**src/rtl/ldm_stm_addr_sequencer.sv**
```systemverilog
// rtl/ldm_stm_addr_sequencer.sv - turns the LDM/STM register-address stream into registered memory transfers
// Optional feature macro: LDM_STM_PC_LOAD_EN (adds pc_load_out for loads into R15).
module ldm_stm_addr_sequencer #(
  parameter int ADDR_W = 32,
  parameter int STEP   = 4
) (
  input  logic              clk_in,
  input  logic              reset_in,
  input  logic              start_in,
  input  logic [15:0]       reg_list_in,
  input  logic [ADDR_W-1:0] base_addr_in,
  input  logic              p_bit_in,
  input  logic              u_bit_in,
  input  logic              w_bit_in,
  input  logic              l_bit_in,
  input  logic              reg_en_in,
  input  logic [3:0]        reg_addr_in,
  output logic [ADDR_W-1:0] mem_addr_out,
  output logic              mem_rd_en_out,
  output logic              mem_wr_en_out,
  output logic [3:0]        rf_addr_out,
  output logic              busy_out,
  output logic              done_out,
  output logic              wb_en_out,
`ifdef LDM_STM_PC_LOAD_EN
  output logic              pc_load_out,
`endif
  output logic [ADDR_W-1:0] wb_data_out
);

  typedef enum logic {IDLE, XFER} state_t;

  localparam logic [ADDR_W-1:0] STEP_W = ADDR_W'(STEP);

  state_t            state_q, state_d;
  logic [ADDR_W-1:0] ptr_q, ptr_d, wb_val_q, wb_val_d;
  logic [ADDR_W-1:0] mem_addr_q, mem_addr_d, wb_data_q, wb_data_d;
  logic              l_q, l_d, wb_flag_q, wb_flag_d;
  logic              rd_q, rd_d, wr_q, wr_d, done_q, done_d, wb_en_q, wb_en_d;
  logic [3:0]        rf_q, rf_d;
`ifdef LDM_STM_PC_LOAD_EN
  logic              pc_q, pc_d;
`endif

  logic [4:0]        n_regs;
  logic [ADDR_W-1:0] span, s_addr, wb_calc;
  logic [ADDR_W-1:0] cur_ptr, cur_val;
  logic              cur_l, cur_flag;

  always_comb begin
    n_regs = '0;
    for (int i = 0; i < 16; i++) n_regs = n_regs + {4'd0, reg_list_in[i]};
  end

  assign span    = STEP_W * ADDR_W'(n_regs);
  assign wb_calc = u_bit_in ? base_addr_in + span : base_addr_in - span;

  // Lowest register always lands at the lowest address, so decrement modes start below base.
  always_comb begin
    case ({p_bit_in, u_bit_in})
      2'b01:   s_addr = base_addr_in;
      2'b11:   s_addr = base_addr_in + STEP_W;
      2'b00:   s_addr = base_addr_in - span + STEP_W;
      default: s_addr = base_addr_in - span;
    endcase
  end

  always_comb begin
    state_d    = state_q;
    ptr_d      = ptr_q;
    l_d        = l_q;
    wb_flag_d  = wb_flag_q;
    wb_val_d   = wb_val_q;
    mem_addr_d = mem_addr_q;
    rf_d       = rf_q;
    wb_data_d  = wb_data_q;
    rd_d       = 1'b0;
    wr_d       = 1'b0;
    done_d     = 1'b0;
    wb_en_d    = 1'b0;
`ifdef LDM_STM_PC_LOAD_EN
    pc_d       = 1'b0;
`endif
    cur_ptr    = ptr_q;
    cur_l      = l_q;
    cur_flag   = wb_flag_q;
    cur_val    = wb_val_q;

    // A start (even while busy) reloads everything and is itself the first transfer cycle.
    if (start_in) begin
      cur_ptr   = s_addr;
      cur_l     = l_bit_in;
      cur_flag  = w_bit_in && (n_regs != 5'd0);
      cur_val   = wb_calc;
      l_d       = cur_l;
      wb_flag_d = cur_flag;
      wb_val_d  = cur_val;
    end

    if (start_in || state_q == XFER) begin
      if (reg_en_in) begin
        rd_d       = cur_l;
        wr_d       = !cur_l;
        mem_addr_d = cur_ptr;
        rf_d       = reg_addr_in;
        ptr_d      = cur_ptr + STEP_W;
        state_d    = XFER;
`ifdef LDM_STM_PC_LOAD_EN
        pc_d       = cur_l && (reg_addr_in == 4'd15);
`endif
      end else begin
        done_d    = 1'b1;
        wb_en_d   = cur_flag;
        wb_data_d = cur_val;
        state_d   = IDLE;
      end
    end
  end

  always_ff @(posedge clk_in) begin
    if (reset_in) begin
      state_q    <= IDLE;
      ptr_q      <= '0;
      l_q        <= 1'b0;
      wb_flag_q  <= 1'b0;
      wb_val_q   <= '0;
      mem_addr_q <= '0;
      rf_q       <= '0;
      wb_data_q  <= '0;
      rd_q       <= 1'b0;
      wr_q       <= 1'b0;
      done_q     <= 1'b0;
      wb_en_q    <= 1'b0;
`ifdef LDM_STM_PC_LOAD_EN
      pc_q       <= 1'b0;
`endif
    end else begin
      state_q    <= state_d;
      ptr_q      <= ptr_d;
      l_q        <= l_d;
      wb_flag_q  <= wb_flag_d;
      wb_val_q   <= wb_val_d;
      mem_addr_q <= mem_addr_d;
      rf_q       <= rf_d;
      wb_data_q  <= wb_data_d;
      rd_q       <= rd_d;
      wr_q       <= wr_d;
      done_q     <= done_d;
      wb_en_q    <= wb_en_d;
`ifdef LDM_STM_PC_LOAD_EN
      pc_q       <= pc_d;
`endif
    end
  end

  assign mem_addr_out  = mem_addr_q;
  assign mem_rd_en_out = rd_q;
  assign mem_wr_en_out = wr_q;
  assign rf_addr_out   = rf_q;
  // Busy stays up through the done cycle.
  assign busy_out      = (state_q == XFER) || done_q;
  assign done_out      = done_q;
  assign wb_en_out     = wb_en_q;
  assign wb_data_out   = wb_data_q;
`ifdef LDM_STM_PC_LOAD_EN
  assign pc_load_out   = pc_q;
`endif

endmodule

```
**config.mk**
```make
export PLATFORM = sky130hd
export DESIGN_NAME = ldm_stm_addr_sequencer
export DESIGN_NICKNAME = d
export VERILOG_FILES = /design/src/rtl/ldm_stm_addr_sequencer.sv
export SDC_FILE = /design/constraint.sdc
export NUM_CORES = 1
export LEC_CHECK = 0
export BUFFER_PORTS_ARGS = -buffer_cell sky130_fd_sc_hd__buf_2
export CAP_MARGIN = 10
export CORE_MARGIN = 5
export CORE_UTILIZATION = 42
export CTS_CLUSTER_SIZE = 12
export DETAILED_ROUTE_END_ITERATION = 7
export MAX_ROUTING_LAYER = met4
export PLACE_DENSITY = 0.69
export SYNTH_ARGS = -nofsm -noshare
export SYNTH_HDL_FRONTEND = slang
export SYNTH_SLANG_ARGS = --single-unit
```
**constraint.sdc**
```tcl
create_clock -name clk_in -period 18.3 [get_ports clk_in]
set_input_delay 3.66 -clock clk_in [delete_from_list [all_inputs] [get_ports clk_in]]
set_output_delay 3.66 -clock clk_in [all_outputs]
set_load 0.005 [all_outputs]
```
==> run_results.csv, run 1 <==
group,metric,value,unit
status,outcome,"finished clean",
sta,drv_slew,0,
synthesis,synth-warning-count,0,
placed_design,numPortBuffers,132,
synthesis,syn_nets,1441,
cts,cts_resized,0,
power_and_ir_drop,p_seq_frac,0.276,
synthesis,syn-mean-instance-area,7.47,um2
cells_and_area,final_common_cell,"nor2_1",
grt,overflow,0,
cts,root_buffer,"clkbuf_16",
cts,clock_latency,430,ps
grt,grt_pass1_wl,51100,um
cells_and_area,final_nets,1498,
power_and_ir_drop,power_frac_comb,0.435,
synthesis,synth_seq_cells,137,
sta,rsz0062_at_grt,"no",
drt,vias,10200,
cts,cts_tree,"built",
setup_path,timing.rr.start,"ptr_q[9]",
synthesis,async_reset_ff_frac,0,
power_and_ir_drop,ir_worst_vdd,74.2,uV
cells_and_area,fin_cells,1740,
cts,clock-sinks,137,
sta,setup_viol,0,
floorplan,die_x,165,um
sta,final_hold_viol_count,0,
drt,avgViaCountPerCell,5.86,
cells_and_area,drive_gt1_frac,0.149,
drt,routed_wl,32400,um
synthesis,ys_seq_area_frac,0.272,
cells_and_area,layout_common_cells,"nor2_1 (185), dfxtp_1 (137), buf_2 (130)",
run,maxCapViolations,0,
sta,whs,452,ps
placed_design,place_inst,1705,
setup_path,critPathMaxFanout,17,
cts,cts_made_buffers,17,
placed_design,place_area,10800,um2
drt,drtIter0Drc,855,
floorplan,die_y,165,um
setup_path,cp-end-kind,"flop",
grt,grt_max_degree,73,
power_and_ir_drop,cellInternalPower,0.742,mW
cells_and_area,syn2layout_area_growth,13.6,%
synthesis,synthCells,1348,
floorplan,dieArea,27200,um2
synthesis,synth_ff_type,"dfxtp_1",
power_and_ir_drop,power_density,106,nW/um2
power_and_ir_drop,totalPowerFinal,1.22,mW
cts,postCtsHoldBufs,0,
min_path,min_path_type,"flop to flop",
cells_and_area,postLayoutCellArea,11400,um2
grt,antenna_found_initial,2,
floorplan,start_util,0.428,
setup_path,cp-startpoint,"reg_list_in[0]",
synthesis,synth_cell_types,81,
floorplan,rows,56,
cts,htreeDepth,4,
sta,period_share,0.633,
sta,min_period,11590,ps
floorplan,coreArea,23500,um2
floorplan,pin_count,133,
drt,dr.pass1.iters,5,
power_and_ir_drop,clkPwrFrac,0.289,
drt,ant_nets,0,
cells_and_area,fin_util,0.486,
cts,cts.reportedPaths.clkPinSlew,60,ps
power_and_ir_drop,switching_share,0.391,
setup_path,crit_path_start_kind,"input port",
grt,grt_pass1_vias,9681,
sta,clock.fmax,86.3,MHz
placed_design,hpwl,24100,um
cts,postCtsSetupBuffers,0,
setup_path,cp.required,18670,ps
synthesis,synth_edf_count,0,
drt,routedWlPerCell,18.6,um
min_path,worstHoldStart,"rf_addr_out[2]",
power_and_ir_drop,netSwitchingPower,0.476,mW
synthesis,synth_area,10100,um2
sta,skew,10.3,ps
grt,grt_use_total,0.243,
setup_path,path_class,"input port to flop",
cts,cts_max_path_buffers,2,
placed_design,place_ws,6340,ps
sta,tns,0,ps
sta,fin_ws,6710,ps
cells_and_area,fillers,2415,
sta,maxSlewHeadroom,0.255,
placed_design,place.gp.congestion,0.952,
drt,drcViolationCount,0,
sta,worst_pin_slew,1110,ps
setup_path,critPathArrivalTime,11960,ps
power_and_ir_drop,p_leak,4.47,nW
## logic make-up (layout without fill, tap and decap cells)
| kind of cell | Yosys count | in the layout | share of synthesized area |
|---|---|---|---|
| AND/OR/NAND/NOR | 548 | 548 | 0.269 |
| AO/OA/AOI/OAI | 329 | 329 | 0.217 |
| buffers and inverters | 162 | 232 | 0.0628 |
| flip-flops | 137 | 137 | 0.272 |
| XOR/XNOR | 93 | 93 | 0.0822 |
| multiplexers | 46 | 46 | 0.0461 |
| adder cells (fa/ha/maj) | 33 | 33 | 0.0499 |
| other | 0 | 3 | 0 |
## state kept, by name, indices dropped and copies added, names as in the netlist
register       count
ptr_q             32
wb_data_out       32
wb_val_q          32
mem_addr_out      30
rf_addr_out        4
done_out           1
l_q                1
mem_rd_en_out      1
mem_wr_en_out      1
state_q            1
wb_en_out          1
wb_flag_q          1
## synth_stat cells, types with 12 or more instances
cell type | instances | area [um2]
or4_1 | 12 | 90.1
o21ai_0 | 58 | 290
or3_1 | 20 | 125
a211oi_1 | 52 | 390
fa_1 | 12 | 240
nor2b_1 | 13 | 81.3
nor4_1 | 25 | 156
a31oi_1 | 18 | 113
a21oi_1 | 83 | 415
inv_1 | 52 | 195
nor3_1 | 44 | 220
nand2_1 | 114 | 428
xnor2_1 | 63 | 552
ha_1 | 21 | 263
nand4_1 | 21 | 131
o22ai_1 | 14 | 87.6
mux2i_1 | 43 | 430
nand3_1 | 39 | 195
xor2_1 | 29 | 254
and3_1 | 13 | 81.3
nor2_1 | 186 | 698
clkbuf_1 | 87 | 327
dfxtp_1 | 137 | 2740
o211ai_1 | 13 | 97.6
## area by class of cell
type / count / area [um2] / share of cell area
Timing Repair Buffer: 144 / 756 / 0.0661
Tap cell: 319 / 399 / 0.0349
Multi-Input combinational cell: 1049 / 6730 / 0.588
Clock inverter: 10 / 116 / 0.0102
Sequential cell: 137 / 2740 / 0.240
Inverter: 56 / 210 / 0.0184
Clock buffer: 22 / 484 / 0.0423
Antenna cell: 3 / 7.51 / 0.000656
## final timing paths
check,end,slack [ps],depth (start not counted)
worst max-delay path,ptr_q[31],6710,26
worst min-delay path,rf_addr_out[2],450,2
worst max register to register,ptr_q[31],14950,9
worst min register to register,rf_addr_out[2],450,2
## layer usage
| layer | routed length, um | share of wire | global-route usage | vias to the layer above |
|---|---|---|---|---|
| met5 | 0 | 0 | - | - |
| met4 | 884 | 0.027 | 0.0847 | 0 |
| met3 | 1970 | 0.061 | 0.0432 | 63 |
| met2 | 16100 | 0.50 | 0.413 | 355 |
| met1 | 13500 | 0.42 | 0.289 | 4826 |
| li1 | - | - | - | 4946 |
## worst max-delay path, cell delays in order
cell	delay (ps)
buf_2	70
inv_1	40
fa_1	560
fa_1	450
fa_1	540
fa_1	410
inv_1	70
ha_1	160
inv_1	60
fa_1	390
xor2_1	210
inv_1	80
ha_1	410
and2b_1	270
a2111oi_4	320
buf_4	260
nor2_1	140
a32o_1	310
or4_1	680
nor4_2	680
mux2i_1	250
a221oi_1	160
or4b_4	580
or3_1	530
or4_1	550
nand3_1	90
## power groups by stage
stage	Combinational, mW	Clock, mW	Sequential (mW)
after floorplan	0.395	0	0.342
after global placement	0.519	0	0.342
after detailed placement	0.526	0	0.342
after CTS	0.529	0.358	0.336
after global routing	0.587	0.371	0.338
final	0.529	0.352	0.336
Power figures use the tool's default switching activity.
==> run 2, diff against run 1 <==
PLACE_DENSITY = 0.72   (was 0.69)
clock period = 9.5 ns   (was 18.3 ns; I/O delays follow)
==> run 2 against run 1 <==
Sequential power rose by 93%. Cell area rose by 4.0%. Global-route usage rose by 0.22 points. Critical endpoint unchanged. Power rose by 100%. Via count rose by 2.3%. Clock power rose by 100%. Non-clock buffer count rose by 58. Sequential share of layout area fell by 0.93 points. Largest cell class unchanged. Final cell count rose by 3.3%. Critical path depth fell by 2. Register-to-register slack got worse by 8600 ps.
==> run_results.csv, run 2 (synthesis results as in run 1) <==
group,metric,value,unit
drt,routedWlPerCell,18.1,um
sta,min_period,9100,ps
floorplan,die_y,165,um
drt,routed_wl,32500,um
floorplan,dieArea,27200,um2
setup_path,path_class,"input port to flop",
power_and_ir_drop,switching_share,0.383,
power_and_ir_drop,p_seq_frac,0.264,
power_and_ir_drop,cellInternalPower,1.51,mW
min_path,hold_path_depth,2,
placed_design,place.gp.congestion,0.973,
drt,dr.pass1.iters,5,
sta,skew,9.73,ps
cts,cts_made_buffers,17,
sta,clock.fmax,110,MHz
floorplan,die_x,165,um
grt,grt_max_degree,82,
sta,final_hold_viol_count,0,
drt,drtIter0Drc,893,
grt,grt_pass1_wl,52000,um
cts,cts.reportedPaths.clkPinSlew,60,ps
floorplan,rows,56,
power_and_ir_drop,p_leak,4.75,nW
drt,avgViaCountPerCell,5.80,
cells_and_area,drive_gt1_frac,0.182,
grt,grt_use_total,0.245,
power_and_ir_drop,power_frac_comb,0.448,
cells_and_area,fin_util,0.506,
drt,drcViolationCount,0,
cts,cts_max_path_buffers,2,
floorplan,start_util,0.428,
sta,period_share,0.958,
setup_path,critPathMaxFanout,10,
setup_path,critPathArrivalTime,9450,ps
min_path,min_path_type,"flop to flop",
status,outcome,"finished clean",
run,maxCapViolations,0,
grt,antenna_found_initial,1,
power_and_ir_drop,totalPowerFinal,2.45,mW
sta,drv_slew,0,
power_and_ir_drop,clkPwrFrac,0.288,
sta,maxSlewHeadroom,0.269,
sta,setup_viol,0,
cts,clock_latency,420,ps
cts,cts_tree,"built",
setup_path,r2r_cells,10,
placed_design,numPortBuffers,132,
setup_path,crit_path_start_kind,"input port",
floorplan,coreArea,23500,um2
cts,root_buffer,"clkbuf_16",
placed_design,hpwl,24400,um
cts,postCtsHoldBufs,0,
cells_and_area,layout_common_cells,"nor2_1 (185), dfxtp_1 (137), buf_2 (130)",
cts,htreeDepth,4,
cells_and_area,final_nets,1556,
sta,worst_pin_slew,1090,ps
setup_path,cp.required,9850,ps
drt,ant_nets,0,
cells_and_area,final_common_cell,"nor2_1",
grt,overflow,0,
power_and_ir_drop,power_density,206,nW/um2
floorplan,pin_count,133,
setup_path,cp-end-kind,"flop",
drt,vias,10400,
grt,grt_pass1_vias,10300,
cts,clock-sinks,137,
cells_and_area,syn2layout_area_growth,18.1,%
power_and_ir_drop,netSwitchingPower,0.939,mW
power_and_ir_drop,ir_worst_vdd,138,uV
run 2: changes by cell type in the layout (fill, tap and decap cells not counted), sizes merged:
| cell | before | now |
|---|---|---|
| clkbuf | 22 | 21 |
| buf | 144 | 202 |
| inv | 53 | 52 |
| bufinv | 2 | 4 |
run 2: worst paths after layout:
check,startpoint,endpoint,slack [ps]
setup / recovery,reg_list_in[0],ptr_q[31],400
hold / removal,rf_addr_out[3],rf_addr_out[3],450
setup reg to reg,ptr_q[2],ptr_q[30],6390
hold reg to reg,rf_addr_out[3],rf_addr_out[3],450
run 2: stage by stage:
step	area (um2)	TNS (ps)	std cells	hold WS (ps)	setup WS [ps]
floorplan	10100	0	1348	429	226
global placement	11300	0	1761	439	80.1
detailed placement	11300	-124	1761	445	-69.4
CTS	11900	0	1793	453	359
global route	11900	-27.4	1796	472	-16.6
finish	11900	0	1798	451	401
run 2: power groups by stage:
stage | registers, mW | logic [mW] | clock network [mW]
global placement | 0.658 | 1.06 | 0
global route | 0.652 | 1.20 | 0.746
floorplan | 0.658 | 0.761 | 0
CTS | 0.648 | 1.09 | 0.720
finish | 0.647 | 1.10 | 0.705
detailed placement | 0.660 | 1.08 | 0
run 2: layer usage:
| metal | up-vias | track usage | share of wire |
|---|---|---|---|
| met2 | 370 | 0.418 | 0.50 |
| li1 | 5058 | - | - |
| met5 | - | - | 0 |
| met3 | 80 | 0.0389 | 0.055 |
| met4 | 0 | 0.0957 | 0.033 |
| met1 | 4915 | 0.289 | 0.41 |
run 2: worst max-delay path: stages:
cell and delay (ps):
buf_2 70, inv_1 40, fa_1 560, fa_1 450, fa_1 490, fa_1 490, inv_1 40, ha_1 180
inv_1 70, fa_1 510, fa_1 470, nor2b_1 170, o211a_1 230, or4_1 470, a222oi_1 660, nand4_1 310
buf_4 220, buf_4 130, o311a_1 340, nor2_1 130, or4b_4 490, or3_4 400, or4_1 530, nand3_1 90
run 2: area by class of cell:
cell class	count	area, um2
Multi-Input combinational cell	1049	6730
Clock inverter	11	171
Clock buffer	21	450
Tap cell	319	399
Fill cell	2413	11600
Timing Repair Buffer	202	1190
Antenna cell	3	7.51
Sequential cell	137	2740
Inverter	56	210
run 2: timing repair:
action / CTS / global route
setup buffers: 0 / 2
endpoints found under the hold margin: 0 / 0
endpoints found under the setup margin: 0 / 7
gates resized for setup: 0 / 1
